--- src/rtl/mips_multicycle_ctrl_pkg.sv ---
// Shared encodings for the multi-cycle MIPS controller: states, opcodes, mux selects.
// The control word struct is the contract between the FSM top and the output decoder.
package mips_ctrl_pkg;

  localparam logic [3:0] ST_FETCH  = 4'd0;
  localparam logic [3:0] ST_DECODE = 4'd1;
  localparam logic [3:0] ST_MEMADR = 4'd2;
  localparam logic [3:0] ST_MEMRD  = 4'd3;
  localparam logic [3:0] ST_MEMWB  = 4'd4;
  localparam logic [3:0] ST_MEMWR  = 4'd5;
  localparam logic [3:0] ST_EXEC   = 4'd6;
  localparam logic [3:0] ST_ALUWB  = 4'd7;
  localparam logic [3:0] ST_BRANCH = 4'd8;
  localparam logic [3:0] ST_IEXEC  = 4'd9;
  localparam logic [3:0] ST_IWB    = 4'd10;
  localparam logic [3:0] ST_JUMP   = 4'd11;
  localparam logic [3:0] ST_JR     = 4'd12;
  localparam logic [3:0] ST_JAL    = 4'd13;

  localparam logic [5:0] OP_RTYPE = 6'b000000;
  localparam logic [5:0] OP_LW    = 6'b100011;
  localparam logic [5:0] OP_SW    = 6'b101011;
  localparam logic [5:0] OP_ANDI  = 6'b001100;
  localparam logic [5:0] OP_ADDI  = 6'b001000;
  localparam logic [5:0] OP_BEQ   = 6'b000100;
  localparam logic [5:0] OP_J     = 6'b000010;
  localparam logic [5:0] OP_JAL   = 6'b000011;

  localparam logic [2:0] ALU_FUNCT = 3'b000;
  localparam logic [2:0] ALU_ADD   = 3'b001;
  localparam logic [2:0] ALU_ADDI  = 3'b010;
  localparam logic [2:0] ALU_ANDI  = 3'b011;
  localparam logic [2:0] ALU_SUB   = 3'b110;

  localparam logic [1:0] PC_ALU    = 2'b00;
  localparam logic [1:0] PC_ALUOUT = 2'b01;
  localparam logic [1:0] PC_JUMP   = 2'b10;
  localparam logic [1:0] PC_A      = 2'b11;

  localparam logic [1:0] SRCB_B      = 2'b00;
  localparam logic [1:0] SRCB_4      = 2'b01;
  localparam logic [1:0] SRCB_IMM    = 2'b10;
  localparam logic [1:0] SRCB_IMM_SH = 2'b11;

  localparam logic [1:0] M2R_ALUOUT = 2'b00;
  localparam logic [1:0] M2R_MDR    = 2'b01;
  localparam logic [1:0] M2R_PC     = 2'b10;

  localparam logic [1:0] RD_RT = 2'b00;
  localparam logic [1:0] RD_RD = 2'b01;
  localparam logic [1:0] RD_RA = 2'b10;

  typedef struct packed {
    logic       pc_write;
    logic       pc_write_cond;
    logic       i_or_d;
    logic       mem_read;
    logic       mem_write;
    logic       ir_write;
    logic [1:0] mem_to_reg;
    logic [1:0] reg_dst;
    logic       reg_write;
    logic       alu_src_a;
    logic [1:0] alu_src_b;
    logic [2:0] alu_op;
    logic [1:0] pc_src;
    logic       illegal_op;
  } ctrl_word_t;

  function automatic logic is_known_op(input logic [5:0] op);
    logic known;
    case (op)
      OP_RTYPE, OP_LW, OP_SW, OP_ANDI, OP_ADDI, OP_BEQ, OP_J, OP_JAL: known = 1'b1;
      default: known = 1'b0;
    endcase
    return known;
  endfunction

endpackage

--- src/rtl/mips_multicycle_ctrl_if.sv ---
// Controller <-> datapath bundle: IR fields and flags in, mux selects and enables out.
// master = controller side, slave = datapath side.
interface mips_multicycle_ctrl_if;
  logic [5:0] op;
  logic [5:0] funct;
  logic       zero;
  logic       mem_ready;
  logic       pc_write;
  logic       pc_write_cond;
  logic       i_or_d;
  logic       mem_read;
  logic       mem_write;
  logic       ir_write;
  logic [1:0] mem_to_reg;
  logic [1:0] reg_dst;
  logic       reg_write;
  logic       alu_src_a;
  logic [1:0] alu_src_b;
  logic [2:0] alu_op;
  logic [1:0] pc_src;
  logic [3:0] state_o;
  logic       illegal_op;

  modport master (
    input  op, funct, zero, mem_ready,
    output pc_write, pc_write_cond, i_or_d, mem_read, mem_write, ir_write,
           mem_to_reg, reg_dst, reg_write, alu_src_a, alu_src_b, alu_op,
           pc_src, state_o, illegal_op
  );

  modport slave (
    output op, funct, zero, mem_ready,
    input  pc_write, pc_write_cond, i_or_d, mem_read, mem_write, ir_write,
           mem_to_reg, reg_dst, reg_write, alu_src_a, alu_src_b, alu_op,
           pc_src, state_o, illegal_op
  );
endinterface

--- src/rtl/mips_multicycle_ctrl_outdec.sv ---
// Purely combinational Moore decode of FSM state (plus op / mem_ready where the
// state needs them) into the datapath control word.
module mips_ctrl_outdec
  import mips_ctrl_pkg::*;
(
  input  logic [3:0] state_i,
  input  logic [5:0] op_i,
  input  logic       mem_ready_i,
  output ctrl_word_t ctrl_o
);

  // state -> control word, everything unlisted stays 0
  always_comb begin
    ctrl_o = '0;
    case (state_i)
      ST_FETCH: begin
        ctrl_o.mem_read  = 1'b1;
        ctrl_o.alu_src_b = SRCB_4;
        ctrl_o.alu_op    = ALU_ADD;
        // IR and PC+4 commit only on the cycle the fetch completes
        ctrl_o.ir_write  = mem_ready_i;
        ctrl_o.pc_write  = mem_ready_i;
      end
      ST_DECODE: begin
        ctrl_o.alu_src_b  = SRCB_IMM_SH;
        ctrl_o.alu_op     = ALU_ADD;
        ctrl_o.illegal_op = ~is_known_op(op_i);
      end
      ST_MEMADR: begin
        ctrl_o.alu_src_a = 1'b1;
        ctrl_o.alu_src_b = SRCB_IMM;
        ctrl_o.alu_op    = ALU_ADD;
      end
      ST_MEMRD: begin
        ctrl_o.mem_read = 1'b1;
        ctrl_o.i_or_d   = 1'b1;
      end
      ST_MEMWB: begin
        ctrl_o.reg_write  = 1'b1;
        ctrl_o.mem_to_reg = M2R_MDR;
        ctrl_o.reg_dst    = RD_RT;
      end
      ST_MEMWR: begin
        ctrl_o.mem_write = 1'b1;
        ctrl_o.i_or_d    = 1'b1;
      end
      ST_EXEC: begin
        ctrl_o.alu_src_a = 1'b1;
        ctrl_o.alu_src_b = SRCB_B;
        ctrl_o.alu_op    = ALU_FUNCT;
      end
      ST_ALUWB: begin
        ctrl_o.reg_write  = 1'b1;
        ctrl_o.reg_dst    = RD_RD;
        ctrl_o.mem_to_reg = M2R_ALUOUT;
      end
      ST_IEXEC: begin
        ctrl_o.alu_src_a = 1'b1;
        ctrl_o.alu_src_b = SRCB_IMM;
        ctrl_o.alu_op    = (op_i == OP_ANDI) ? ALU_ANDI : ALU_ADDI;
      end
      ST_IWB: begin
        ctrl_o.reg_write = 1'b1;
        ctrl_o.reg_dst   = RD_RT;
      end
      ST_BRANCH: begin
        ctrl_o.alu_src_a     = 1'b1;
        ctrl_o.alu_op        = ALU_SUB;
        ctrl_o.pc_write_cond = 1'b1;
        ctrl_o.pc_src        = PC_ALUOUT;
      end
      ST_JUMP: begin
        ctrl_o.pc_write = 1'b1;
        ctrl_o.pc_src   = PC_JUMP;
      end
      ST_JR: begin
        ctrl_o.pc_write = 1'b1;
        ctrl_o.pc_src   = PC_A;
      end
      ST_JAL: begin
        // link captures the already-incremented PC on the same edge as the jump
        ctrl_o.reg_write  = 1'b1;
        ctrl_o.reg_dst    = RD_RA;
        ctrl_o.mem_to_reg = M2R_PC;
        ctrl_o.pc_write   = 1'b1;
        ctrl_o.pc_src     = PC_JUMP;
      end
      default: ctrl_o = '0;
    endcase
  end

endmodule

--- src/rtl/mips_multicycle_ctrl.sv ---
// Multi-cycle MIPS sequencing FSM: state register, next-state logic, reset gating.
// Define MIPS_CTRL_PERF_EN to add cycle_cnt / instr_cnt performance counters.
module mips_multicycle_ctrl
  import mips_ctrl_pkg::*;
#(
  parameter logic [5:0] JR_FUNCT = 6'b001000,
  parameter int         CNT_W    = 32
) (
  input  logic                clk,
  input  logic                rst,
  mips_multicycle_ctrl_if.master bus
`ifdef MIPS_CTRL_PERF_EN
  ,
  output logic [CNT_W-1:0]    cycle_cnt,
  output logic [CNT_W-1:0]    instr_cnt
`endif
);

  logic [3:0] state_q;
  logic [3:0] state_d;
  ctrl_word_t ctrl_s;
  ctrl_word_t ctrl_out_s;
  logic       unused_s;

  // zero is consumed by the datapath via pc_write_cond, not by the sequencer
  assign unused_s = bus.zero ^ CNT_W[0];

  // next-state selection
  always_comb begin
    state_d = ST_FETCH;
    case (state_q)
      ST_FETCH:  state_d = bus.mem_ready ? ST_DECODE : ST_FETCH;
      ST_DECODE: begin
        case (bus.op)
          OP_RTYPE:     state_d = (bus.funct == JR_FUNCT) ? ST_JR : ST_EXEC;
          OP_LW, OP_SW: state_d = ST_MEMADR;
          OP_BEQ:       state_d = ST_BRANCH;
          OP_ADDI,
          OP_ANDI:      state_d = ST_IEXEC;
          OP_J:         state_d = ST_JUMP;
          OP_JAL:       state_d = ST_JAL;
          default:      state_d = ST_FETCH;
        endcase
      end
      ST_MEMADR: state_d = (bus.op == OP_LW) ? ST_MEMRD : ST_MEMWR;
      ST_MEMRD:  state_d = bus.mem_ready ? ST_MEMWB : ST_MEMRD;
      ST_MEMWR:  state_d = bus.mem_ready ? ST_FETCH : ST_MEMWR;
      ST_EXEC:   state_d = ST_ALUWB;
      ST_IEXEC:  state_d = ST_IWB;
      ST_MEMWB, ST_ALUWB, ST_IWB, ST_BRANCH,
      ST_JUMP, ST_JR, ST_JAL: state_d = ST_FETCH;
      default:   state_d = ST_FETCH;
    endcase
  end

  // state register
  always_ff @(posedge clk) begin
    if (rst) begin
      state_q <= ST_FETCH;
    end else begin
      state_q <= state_d;
    end
  end

  mips_ctrl_outdec u_outdec (
    .state_i     (state_q),
    .op_i        (bus.op),
    .mem_ready_i (bus.mem_ready),
    .ctrl_o      (ctrl_s)
  );

  // reset silences every enable so an abandoned instruction commits nothing more
  assign ctrl_out_s = rst ? ctrl_word_t'('0) : ctrl_s;

  assign bus.pc_write      = ctrl_out_s.pc_write;
  assign bus.pc_write_cond = ctrl_out_s.pc_write_cond;
  assign bus.i_or_d        = ctrl_out_s.i_or_d;
  assign bus.mem_read      = ctrl_out_s.mem_read;
  assign bus.mem_write     = ctrl_out_s.mem_write;
  assign bus.ir_write      = ctrl_out_s.ir_write;
  assign bus.mem_to_reg    = ctrl_out_s.mem_to_reg;
  assign bus.reg_dst       = ctrl_out_s.reg_dst;
  assign bus.reg_write     = ctrl_out_s.reg_write;
  assign bus.alu_src_a     = ctrl_out_s.alu_src_a;
  assign bus.alu_src_b     = ctrl_out_s.alu_src_b;
  assign bus.alu_op        = ctrl_out_s.alu_op;
  assign bus.pc_src        = ctrl_out_s.pc_src;
  assign bus.illegal_op    = ctrl_out_s.illegal_op;
  assign bus.state_o       = rst ? ST_FETCH : state_q;

`ifdef MIPS_CTRL_PERF_EN
  localparam logic [CNT_W-1:0] CNT_ONE = {{(CNT_W-1){1'b0}}, 1'b1};

  logic [CNT_W-1:0] cycle_cnt_q;
  logic [CNT_W-1:0] instr_cnt_q;
  logic             retire_s;

  // an instruction retires when the FSM returns to FETCH, illegal-op bounces excluded
  assign retire_s = (state_q != ST_FETCH) && (state_d == ST_FETCH) && !ctrl_s.illegal_op;

  // free-running cycle and retired-instruction counters
  always_ff @(posedge clk) begin
    if (rst) begin
      cycle_cnt_q <= '0;
      instr_cnt_q <= '0;
    end else begin
      cycle_cnt_q <= cycle_cnt_q + CNT_ONE;
      instr_cnt_q <= retire_s ? (instr_cnt_q + CNT_ONE) : instr_cnt_q;
    end
  end

  assign cycle_cnt = cycle_cnt_q;
  assign instr_cnt = instr_cnt_q;
`endif

endmodule

--- src/flat_wrapper.sv ---
// flat-port wrapper written by rule: the top's interface ports become plain ports
module mips_multicycle_ctrl_flat import mips_ctrl_pkg::*;
#(
  parameter logic [5:0] JR_FUNCT = 6'b001000,
  parameter int         CNT_W    = 32
)
  (clk, rst, bus_op, bus_funct, bus_zero, bus_mem_ready, bus_pc_write, bus_pc_write_cond, bus_i_or_d, bus_mem_read, bus_mem_write, bus_ir_write, bus_mem_to_reg, bus_reg_dst, bus_reg_write, bus_alu_src_a, bus_alu_src_b, bus_alu_op, bus_pc_src, bus_state_o, bus_illegal_op);
  mips_multicycle_ctrl_if bus_i ();
  input  logic clk;
  input  logic rst;
  input wire logic [$bits(bus_i.op)-1:0] bus_op;
  input wire logic [$bits(bus_i.funct)-1:0] bus_funct;
  input wire logic [$bits(bus_i.zero)-1:0] bus_zero;
  input wire logic [$bits(bus_i.mem_ready)-1:0] bus_mem_ready;
  output wire logic [$bits(bus_i.pc_write)-1:0] bus_pc_write;
  output wire logic [$bits(bus_i.pc_write_cond)-1:0] bus_pc_write_cond;
  output wire logic [$bits(bus_i.i_or_d)-1:0] bus_i_or_d;
  output wire logic [$bits(bus_i.mem_read)-1:0] bus_mem_read;
  output wire logic [$bits(bus_i.mem_write)-1:0] bus_mem_write;
  output wire logic [$bits(bus_i.ir_write)-1:0] bus_ir_write;
  output wire logic [$bits(bus_i.mem_to_reg)-1:0] bus_mem_to_reg;
  output wire logic [$bits(bus_i.reg_dst)-1:0] bus_reg_dst;
  output wire logic [$bits(bus_i.reg_write)-1:0] bus_reg_write;
  output wire logic [$bits(bus_i.alu_src_a)-1:0] bus_alu_src_a;
  output wire logic [$bits(bus_i.alu_src_b)-1:0] bus_alu_src_b;
  output wire logic [$bits(bus_i.alu_op)-1:0] bus_alu_op;
  output wire logic [$bits(bus_i.pc_src)-1:0] bus_pc_src;
  output wire logic [$bits(bus_i.state_o)-1:0] bus_state_o;
  output wire logic [$bits(bus_i.illegal_op)-1:0] bus_illegal_op;
  assign bus_i.op = bus_op;
  assign bus_i.funct = bus_funct;
  assign bus_i.zero = bus_zero;
  assign bus_i.mem_ready = bus_mem_ready;
  assign bus_pc_write = bus_i.pc_write;
  assign bus_pc_write_cond = bus_i.pc_write_cond;
  assign bus_i_or_d = bus_i.i_or_d;
  assign bus_mem_read = bus_i.mem_read;
  assign bus_mem_write = bus_i.mem_write;
  assign bus_ir_write = bus_i.ir_write;
  assign bus_mem_to_reg = bus_i.mem_to_reg;
  assign bus_reg_dst = bus_i.reg_dst;
  assign bus_reg_write = bus_i.reg_write;
  assign bus_alu_src_a = bus_i.alu_src_a;
  assign bus_alu_src_b = bus_i.alu_src_b;
  assign bus_alu_op = bus_i.alu_op;
  assign bus_pc_src = bus_i.pc_src;
  assign bus_state_o = bus_i.state_o;
  assign bus_illegal_op = bus_i.illegal_op;
  mips_multicycle_ctrl #(.JR_FUNCT(JR_FUNCT), .CNT_W(CNT_W)) u_core (.clk(clk), .rst(rst), .bus(bus_i));
endmodule
--- config.mk ---
export PLATFORM = sky130hd
export DESIGN_NAME = mips_multicycle_ctrl_flat
export DESIGN_NICKNAME = d
export VERILOG_FILES = /design/src/rtl/mips_multicycle_ctrl_pkg.sv /design/src/rtl/mips_multicycle_ctrl_if.sv /design/src/rtl/mips_multicycle_ctrl_outdec.sv /design/src/rtl/mips_multicycle_ctrl.sv /design/src/flat_wrapper.sv
export SDC_FILE = /design/constraint.sdc
export NUM_CORES = 1
export LEC_CHECK = 0
export CORE_MARGIN = 2
export CORE_UTILIZATION = 44
export DETAILED_ROUTE_END_ITERATION = 8
export PLACE_DENSITY_LB_ADDON = 0.1
export SLEW_MARGIN = 40
export SYNTH_ARGS = -nofsm -noshare
export SYNTH_HDL_FRONTEND = slang
export SYNTH_HIERARCHICAL = 1
export SYNTH_SLANG_ARGS = --single-unit
export TNS_END_PERCENT = 30
--- constraint.sdc ---
create_clock -name clk -period 2.25 [get_ports clk]
set_input_delay 0.225 -clock clk [delete_from_list [all_inputs] [get_ports clk]]
set_output_delay 0.225 -clock clk [all_outputs]
set_load 0.01 [all_outputs]
==> out/qor.yml, run 1 <==
worst_setup_path:
  cp-start-kind: "flip-flop"
  cp.arrival_ns: 1.90
  worst_setup_path_end_kind: "output pin"
  critPathKind: "flip-flop to output pin"
  required_ns: 2.03
  critPathMaxFanout: 11
detailed_routing:
  dr.pass1.iters: 4
  antenna_left: 0
  vias: 1110
  wl_per_cell_um: 12.4
  drtIter0Drc: 25
  viasPerCell: 5.61
  drc: 0
  drt-total-wl_um: 2450
global_route:
  track_usage_pct: 23.5
  grt_max_degree: 27
  first_global_vias: 925
  grt-ovfl-total: 0
  grt_antenna_before_repair: 0
  grt_pass1_wl_um: 3860
pwr:
  p_int_uw: 202
  clock_power_share_pct: 29.9
  cellLeakagePower_nw: 0.509
  switching_share_pct: 29.3
  p_sw_uw: 83.6
  power_frac_seq_pct: 26.3
  combPwrFrac_pct: 43.8
  peakVddDrop_uv: 229
  p_total_uw: 285
  power.density_mw_per_mm2: 210
cts:
  postCtsSetupBuffers: 0
  ctsHtreeMaxLevel: 1
  clkLatencyLatePin_ns: 0.23
  cts_max_path_buffers: 2
  ctsRootBufferMaster: "clkbuf_4"
  cts_tree: "built"
  cts_num_sinks: 4
  cts_buffers: 3
  clkTransAtPathRegs_ns: 0.04
worst_hold_path:
  hp-class: "flip-flop to flip-flop"
synthesis:
  synth_warnings: 6
  yosys.area.top_type: "nor2b_1"
  ys_types: 44
  syn_inst: 128
  synth.avg_cell_area_sq_um: 6.71
  ys_seq_elements: 4
  yosysMostFrequentCell: "nor2b_1"
  synth_area_sq_um: 858
  ys_seq_area_share_pct: 9.33
  synth_edf_count: 0
  synth.top_cell.area_share_pct: 16.0
  async_flop_share_pct: 0
  syn-num-nets: 144
  synth_commonest_cells: "22 x nor2b_1, 16 x nor2_1, 7 x nand2b_1, 7 x nor3_1, 6 x a21oi_1"
  ys_top_cells_by_area: "nor2b_1 16%, dfxtp_1 9.3%, nor2_1 7.0%"
  synthFlopType: "dfxtp_1"
finish:
  fillers: 160
  layout.cells.non_filler: 198
  num_antenna_cells: 0
  final_nets: 191
  largest_register_ffs: 4
  regMostFlops: "u_core/state_q"
  largest_registers: "u_core/state_q: 4 flops"
  areaGrowthSynthToFinish_pct: 58.0
  drive_gt1_share_pct: 15.6
run:
  max_cap_viol_count: 0
floorplan:
  die_y_um: 48.2
  fp-row-count: 15
  die-area_sq_mm: 0.00232
  start_util_pct: 48.1
  coreArea_sq_mm: 0.00178
  ios: 40
  dieWidth_um: 48.2
sta:
  setup_ws_ns: 0.128
  slew_headroom_pct: 75.3
  fmax_mhz: 471
  finalCritPeriodShare_pct: 94.3
  setup_viol: 0
  fin_skew_ns: 0.00182
  worstMarginPinSlew_ns: 0.368
  period_minus_slack_ns: 2.12
  finalHoldViolCount: 0
  finalSetupTns_ns: 0
  finalMaxSlewViolations: 0
  grt_setup_unrepaired: "false"
placed_design:
  post-place-ws_ns: -0.189
  gp_congestion: 0.860
  io_buffers: 38
  dp_cells: 195
  dp_hpwl_um: 1910
outcome:
  outcome: "complete, no violations"
[layout by cell type (no fill, tap or decap), drive strengths merged, types with 4 or more instances in the layout]
cell / count
clkdlybuf4s50: 34
nor2b: 22
nor2: 16
buf: 15
nand2b: 8
nor3: 7
a21oi: 6
nor3b: 4
o21ai: 4
nand2: 4
dfxtp: 4
[cells by family (layout without fill, tap and decap cells)]
family,Yosys count,count (layout),synth area share [%]
and+or+nand+nor,81,81,56.7
AOI/OAI and AO/OA,25,25,19.4
buffers and inverters,13,58,9.18
DFF,4,4,9.33
xor gates and xnor gates,3,3,3.06
muxes,2,2,2.33
[power groups by stage]
stage | Clock, mW | Combinational, mW | Sequential, mW
6_report | 0.0852 | 0.125 | 0.0750
4_1_cts | 0.0898 | 0.124 | 0.0749
5_1_grt | 0.0963 | 0.137 | 0.0749
3_3_place_gp | 0 | 0.121 | 0.0757
3_5_place_dp | 0 | 0.124 | 0.0757
2_1_floorplan | 0 | 0.0545 | 0.0762
[final cells by class]
class                           instances  area, sq um  area share (%)
Tap cell                               25         31.3            2.31
Multi-Input combinational cell        111          712            52.5
Inverter                                2         10.0           0.738
Clock buffer                            3         22.5            1.66
Timing Repair Buffer                   53          499            36.8
Sequential cell                         4         81.3            6.00
[worst paths after layout]
kind                            slack, ns                end  depth (start not counted)         startpoint
worst min register to register       0.68  u_core/state_q[1]                          3  u_core/state_q[0]
worst max register to register       0.74  u_core/state_q[2]                          4  u_core/state_q[2]
worst max-delay path                 0.13      bus_reg_write                          6  u_core/state_q[0]
worst min-delay path                 0.68  u_core/state_q[1]                          3  u_core/state_q[0]
[metrics by stage]
step           hold WS (ns)  area [sq um]  util, %
2_1_floorplan         0.390           858        -
3_3_place_gp          0.701          1310     73.7
3_5_place_dp          0.701          1310     73.7
4_1_cts               0.682          1340     75.2
5_1_grt               0.708          1360     76.1
6_report              0.685          1360     76.1
[worst max-delay path, cell delays in order (launching register included)]
cell and delay [ns]:
dfxtp_2 0.36, buf_4 0.19, nand2b_1 0.15, nor2_1 0.05, a311o_1 0.30, nor2b_1 0.13
clkdlybuf4s50_1 0.48
[what timing repair did]
item	CTS	global route
gates resized for setup	4	4
pin swaps	1	0
hold buffers	0	0
endpoints found under the setup margin	3	3
[metal layers]
metal / vias up / track usage (%) / routed length (um)
met1: 504 / 27.5 / 1050
met2: 49 / 41.3 / 1250
met4: 0 / 10.3 / 8
met3: 2 / 4.44 / 137
met5: - / 0 / 0
li1: 555 / - / -
Power figures use the tool's default switching activity.
==> run 2, diff against run 1 <==
--- a/config.mk
+++ b/config.mk
@@ -8,7 +8,7 @@
 export CORE_MARGIN = 2
 export CORE_UTILIZATION = 44
 export DETAILED_ROUTE_END_ITERATION = 8
-export PLACE_DENSITY_LB_ADDON = 0.1
+export PLACE_DENSITY = 0.82
 export SLEW_MARGIN = 40
 export SYNTH_ARGS = -nofsm -noshare
 export SYNTH_HDL_FRONTEND = slang
==> run 2 against run 1 <==
Net effect: routed wire length down 0.16%; first-iteration DRC count up 32%; non-clock buffer count down 1; utilization unchanged; die area unchanged; cell count down 0.51%; critical path depth unchanged; maximum frequency down 0.31%; hold slack better by 0.020 ns; sequential power down 0.8%; global-route usage up 1.2 points; via count up 0.72%.
==> out/qor.yml, run 2 (same netlist as run 1, synthesis figures left out) <==
outcome:
  outcome: "complete, no violations"
placed_design:
  dp_hpwl_um: 1840
  post-place-ws_ns: -0.110
  place_area_sq_mm: 0.00131
  gp_congestion: 0.878
  io_buffers: 38
detailed_routing:
  vias: 1118
  drtIter0Drc: 33
  dr.pass1.iters: 4
  antenna_left: 0
  drt-total-wl_um: 2440
  drc: 0
  viasPerCell: 5.68
  wl_per_cell_um: 12.4
worst_setup_path:
  worst_setup_path_end_kind: "output pin"
  cp-start-kind: "flip-flop"
  worst_path_max_delay_cell: "clkdlybuf4s50_1"
  max_stage_delay_ns: 0.54
  cp.arrival_ns: 1.90
  critPathKind: "flip-flop to output pin"
  required_ns: 2.03
  path_cells: "buf_4 > nor4b_2 > a21oi_1 > o22ai_1 > nor2b_1 > clkdlybuf4s50_1"
  critPathMaxFanout: 9
sta:
  finalCritPeriodShare_pct: 94.6
  setup_viol: 0
  setup_ws_ns: 0.121
  finalSetupTns_ns: 0
  fin_skew_ns: 0.000689
  worstMarginPinSlew_ns: 0.321
  fmax_mhz: 470
  slew_headroom_pct: 78.4
  worst_hold_slack_ns: 0.704
  period_minus_slack_ns: 2.13
  finalMaxSlewViolations: 0
  grt_setup_unrepaired: "false"
  finalHoldViolCount: 0
pwr:
  power.density_mw_per_mm2: 213
  peakVddDrop_uv: 182
  cellLeakagePower_nw: 0.517
finish:
  final_common_cell: "clkdlybuf4s50_1"
  multi_input_area_sq_um: 714
  fin_util_pct: 76.1
  drive_gt1_share_pct: 15.7
  largest_register_ffs: 4
  regArea_sq_um: 81.3
  fillers: 138
  final_nets: 190
  post-route-cell-area_sq_mm: 0.00136
  num_antenna_cells: 0
  largest_registers: "u_core/state_q: 4 flops"
  areaGrowthSynthToFinish_pct: 58.0
  layout_common_cells: "32 x clkdlybuf4s50_1, 22 x nor2b_1, 16 x nor2_1"
  regMostFlops: "u_core/state_q"
floorplan:
  dieWidth_um: 48.2
  die-area_sq_mm: 0.00232
  fp-row-count: 15
  die_y_um: 48.2
  start_util_pct: 48.1
  ios: 40
  coreArea_sq_mm: 0.00178
cts:
  cts_num_sinks: 4
  clkTransAtPathRegs_ns: 0.04
  hold_buffers: 0
  cts_max_path_buffers: 2
  ctsRootBufferMaster: "clkbuf_4"
  ctsHtreeMaxLevel: 1
  clkLatencyLatePin_ns: 0.24
  cts_tree: "built"
  cts_buffers: 3
run:
  max_cap_viol_count: 0
worst_hold_path:
  hp-class: "flip-flop to flip-flop"
global_route:
  track_usage_pct: 24.7
  grt-ovfl-total: 0
  grt_max_degree: 27
  first_global_vias: 956
  grt_pass1_wl_um: 4100
  grt_antenna_before_repair: 0
-- run 2: worst paths after layout --
| kind | from | to | slack [ns] | cells after the start |
|---|---|---|---|---|
| hold reg to reg | u_core/state_q[3] | u_core/state_q[0] | 0.70 | 2 |
| hold / removal | u_core/state_q[3] | u_core/state_q[0] | 0.70 | 2 |
| setup reg to reg | u_core/state_q[2] | u_core/state_q[2] | 0.72 | 4 |
| setup / recovery | u_core/state_q[3] | bus_pc_write | 0.12 | 6 |
-- run 2: layout make-up --
cell class	count	share of cell area, %
Sequential cell	4	6.00
Inverter	2	0.738
Timing Repair Buffer	52	36.6
Clock buffer	3	1.66
Tap cell	25	2.31
Multi-Input combinational cell	111	52.7
-- run 2: repair_timing --
| item | CTS | global route |
|---|---|---|
| cloned | 0 | 0 |
| setup buffers | 0 | 0 |
| pin swaps | 0 | 0 |
| endpoints found under the hold margin | 0 | 0 |
| setup endpoints to repair | 4 | 3 |
| resized for setup | 5 | 8 |
-- run 2: stage by stage --
stage / power [mW] / instances
2_1_floorplan: 0.131 / 128
3_3_place_gp: 0.195 / 194
3_5_place_dp: 0.198 / 194
4_1_cts: 0.290 / 197
5_1_grt: 0.311 / 197
6_report: 0.288 / 197
-- run 2: worst max-delay path, delay by kind of cell (launching register included) --
family          cells  cell delay, ns
compound gates      2            0.19
buf+inv             2            0.72
flops               1            0.36
simple gates        2            0.40
-- run 2: power breakdown --
group,switching (mW),internal [mW],leakage [nW]
Combinational,0.0559,0.0683,0.470
Sequential,0.00168,0.0727,0.0330
Clock,0.0301,0.0597,0.0138
Total,0.0877,0.201,0.517
-- run 2: per-layer routing --
layer	vias to the layer above	track usage (%)	share of wire [%]
li1	547	-	-
met1	515	30.4	41
met5	-	0	0
met2	52	43.4	52
met3	4	4.81	5.6
met4	0	7.03	1.1
==> patch: new RTL, config.mk and constraints of run 2 <==
`JR_FUNCT` is set to 6'b001000 in 2 places; all go to 6'b000110.
--- a/src/rtl/mips_multicycle_ctrl.sv
+++ b/src/rtl/mips_multicycle_ctrl.sv
@@ -4,5 +4,5 @@
   import mips_ctrl_pkg::*;
 #(
-  parameter logic [5:0] JR_FUNCT = 6'b001000,
+  parameter logic [5:0] JR_FUNCT = 6'b000110,
   parameter int         CNT_W    = 32
 ) (
--- a/src/flat_wrapper.sv
+++ b/src/flat_wrapper.sv
@@ -2,5 +2,5 @@
 module mips_multicycle_ctrl_flat import mips_ctrl_pkg::*;
 #(
-  parameter logic [5:0] JR_FUNCT = 6'b001000,
+  parameter logic [5:0] JR_FUNCT = 6'b000110,
   parameter int         CNT_W    = 32
 )
Behaviour: not the same (a bounded check fails within 4 cycles, from zero or initial values and one cycle with rst high).
==> patch against run 2 <==
Global-route usage shrank 2.8 points. Setup slack better by 0.012 ns. Sequential share of layout area rose by 0.32 points. Sequential power shrank 0.5%. Sequential cell count did not move. Area after synthesis grew 1.5%. Wire length is 3.8% higher. Utilization is 5.0 points lower. Critical path depth fell by 1. Clock power increased by 11%. Total power up 4.0%. Worst hold slack worse by 0.026 ns. Cell area increased by 0.74%.
==> patch: results (changes against run 2) <==
[metrics] last weighted congestion value of the routability-driven placer: 0.873 (was 0.878)
[metrics] synth unique cells: 48 (was 44)
[metrics] DRC violation total after the first TritonRoute iteration: 29 (was 33)
[metrics] actual transition at the worst max-transition pin: 0.407 ns (was 0.321 ns)
[metrics] drt via density: 5.54 (was 5.68)
[metrics] arrival time of the worst setup path: 1.89 ns
[metrics] Net count, final: 192 (was 190)
[metrics] commonest cells in the netlist: 22 x nor2b_1, 17 x nor2_1, 6 x a21oi_1, 6 x nand2b_1, 6 x nor3_1 (was 22 x nor2b_1, 16 x nor2_1, 7 x nand2b_1, 7 x nor3_1, 6 x a21oi_1)
[metrics] number of buffers created by CTS: 3 (unchanged)
[metrics] Worst Path Max Fanout: 14 (was 9)
[metrics] syn nets: 145 (was 144)
[metrics] sequential fraction of the synthesis area: 9.20% (was 9.33%)
[metrics] reported leakage power: 0.484 nW (was 0.517 nW)
[metrics] share of post-route cells with drive strength above 1: 17.2% (was 15.7%)
[metrics] count of mapped cells out of synthesis: 129 (was 128)
[metrics] top cells by area in the synthesized netlist: nor2b_1 16%, dfxtp_1 9.2%, nor2_1 7.3% (was nor2b_1 16%, dfxtp_1 9.3%, nor2_1 7.0%)
[metrics] synthesis-to-finish area growth: 56.9% (was 58.0%)
[metrics] number of global-route vias before repair: 963 (was 956)
[metrics] result of the run: completed (unchanged)
[metrics] post-DR wirelength/cell: 12.6 um (was 12.4 um)
[metrics] DP HPWL: 1890 um (was 1840 um)
[metrics] Max VDD drop: 0.000276 V (was 0.000182 V)
[metrics] gr usage total: 21.9% (was 24.7%)
[metrics] Warnings, synthesis: 6 (unchanged)
[metrics] total wirelength of the detailed-routed design: 2540 um (was 2440 um)
[metrics] post-route clock skew: 0.00984 ns (was 0.000689 ns)
[metrics] antenna violations before repair: 0 (unchanged)
[patch: final cells by class]
cell class              count  area [um^2]
fillers                   167          556
clock buffers               3         22.5
inverters                   2         7.51
flip-flops and latches      4         86.3
well taps                  27         33.8
multi-input cells         112          722
repair buffers             53          494
[patch: kinds of logic (layout without fill, tap and decap cells)]
family | after synthesis | after routing | share of synthesized area [%]
AOI/OAI and AO/OA | 25 | 25 | 19.7
xor gates and xnor gates | 3 | 3 | 3.02
buffers and inverters | 13 | 58 | 9.34
DFF | 4 | 4 | 9.20
muxes | 2 | 2 | 2.30
and+or+nand+nor | 82 | 82 | 56.5
[patch: final timing paths]
kind / startpoint / endpoint / slack [ns] / cells after the start
max reg2reg: u_core/state_q[1] / u_core/state_q[2] / 0.74 / 5
min: u_core/state_q[0] / u_core/state_q[1] / 0.68 / 3
min reg2reg: u_core/state_q[0] / u_core/state_q[1] / 0.68 / 3
max: u_core/state_q[3] / bus_reg_write / 0.13 / 5
[patch: metal layers]
metal	wire (um)	part of all wire [%]	GRT usage (%)
met1	1070	42	24.4
met2	1300	51	42.8
met3	143	5.6	3.09
met4	21	0.83	6.19
met5	0	0	0
[patch: power breakdown]
| part | leakage, nW | switching [mW] | total [mW] | internal, mW |
|---|---|---|---|---|
| clock | 0.0138 | 0.0390 | 0.0994 | 0.0603 |
| sequential | 0.0341 | 0.00227 | 0.0740 | 0.0717 |
| combinational | 0.436 | 0.0562 | 0.127 | 0.0704 |
| total | 0.484 | 0.0975 | 0.300 | 0.202 |
[patch: through the flow]
stage | worst slack (ns) | cell area, um^2 | hold slack, ns | utilization (%) | power (mW)
after detailed placement | -0.103 | 1320 | 0.708 | 68.9 | 0.200
after global routing | 0.0130 | 1370 | 0.712 | 71.1 | 0.315
final | 0.133 | 1370 | 0.679 | 71.1 | 0.300
after floorplan | 0.646 | 871 | 0.389 | - | 0.132
after global placement | -0.0446 | 1320 | 0.704 | 68.9 | 0.197
after CTS | 0.0326 | 1350 | 0.683 | 70.4 | 0.299
[patch: timing repair]
| item | CTS | global route |
|---|---|---|
| hold endpoints to repair | 0 | 0 |
| setup endpoints to repair | 3 | 3 |
| gates resized for setup | 5 | 4 |
[patch: worst max-delay path, stage by stage, from the launching register on]
cell             delay, ns
dfxtp_4               0.39
buf_4                 0.17
xor2_1                0.13
a311o_1               0.35
nor2b_1               0.13
clkdlybuf4s50_1       0.48
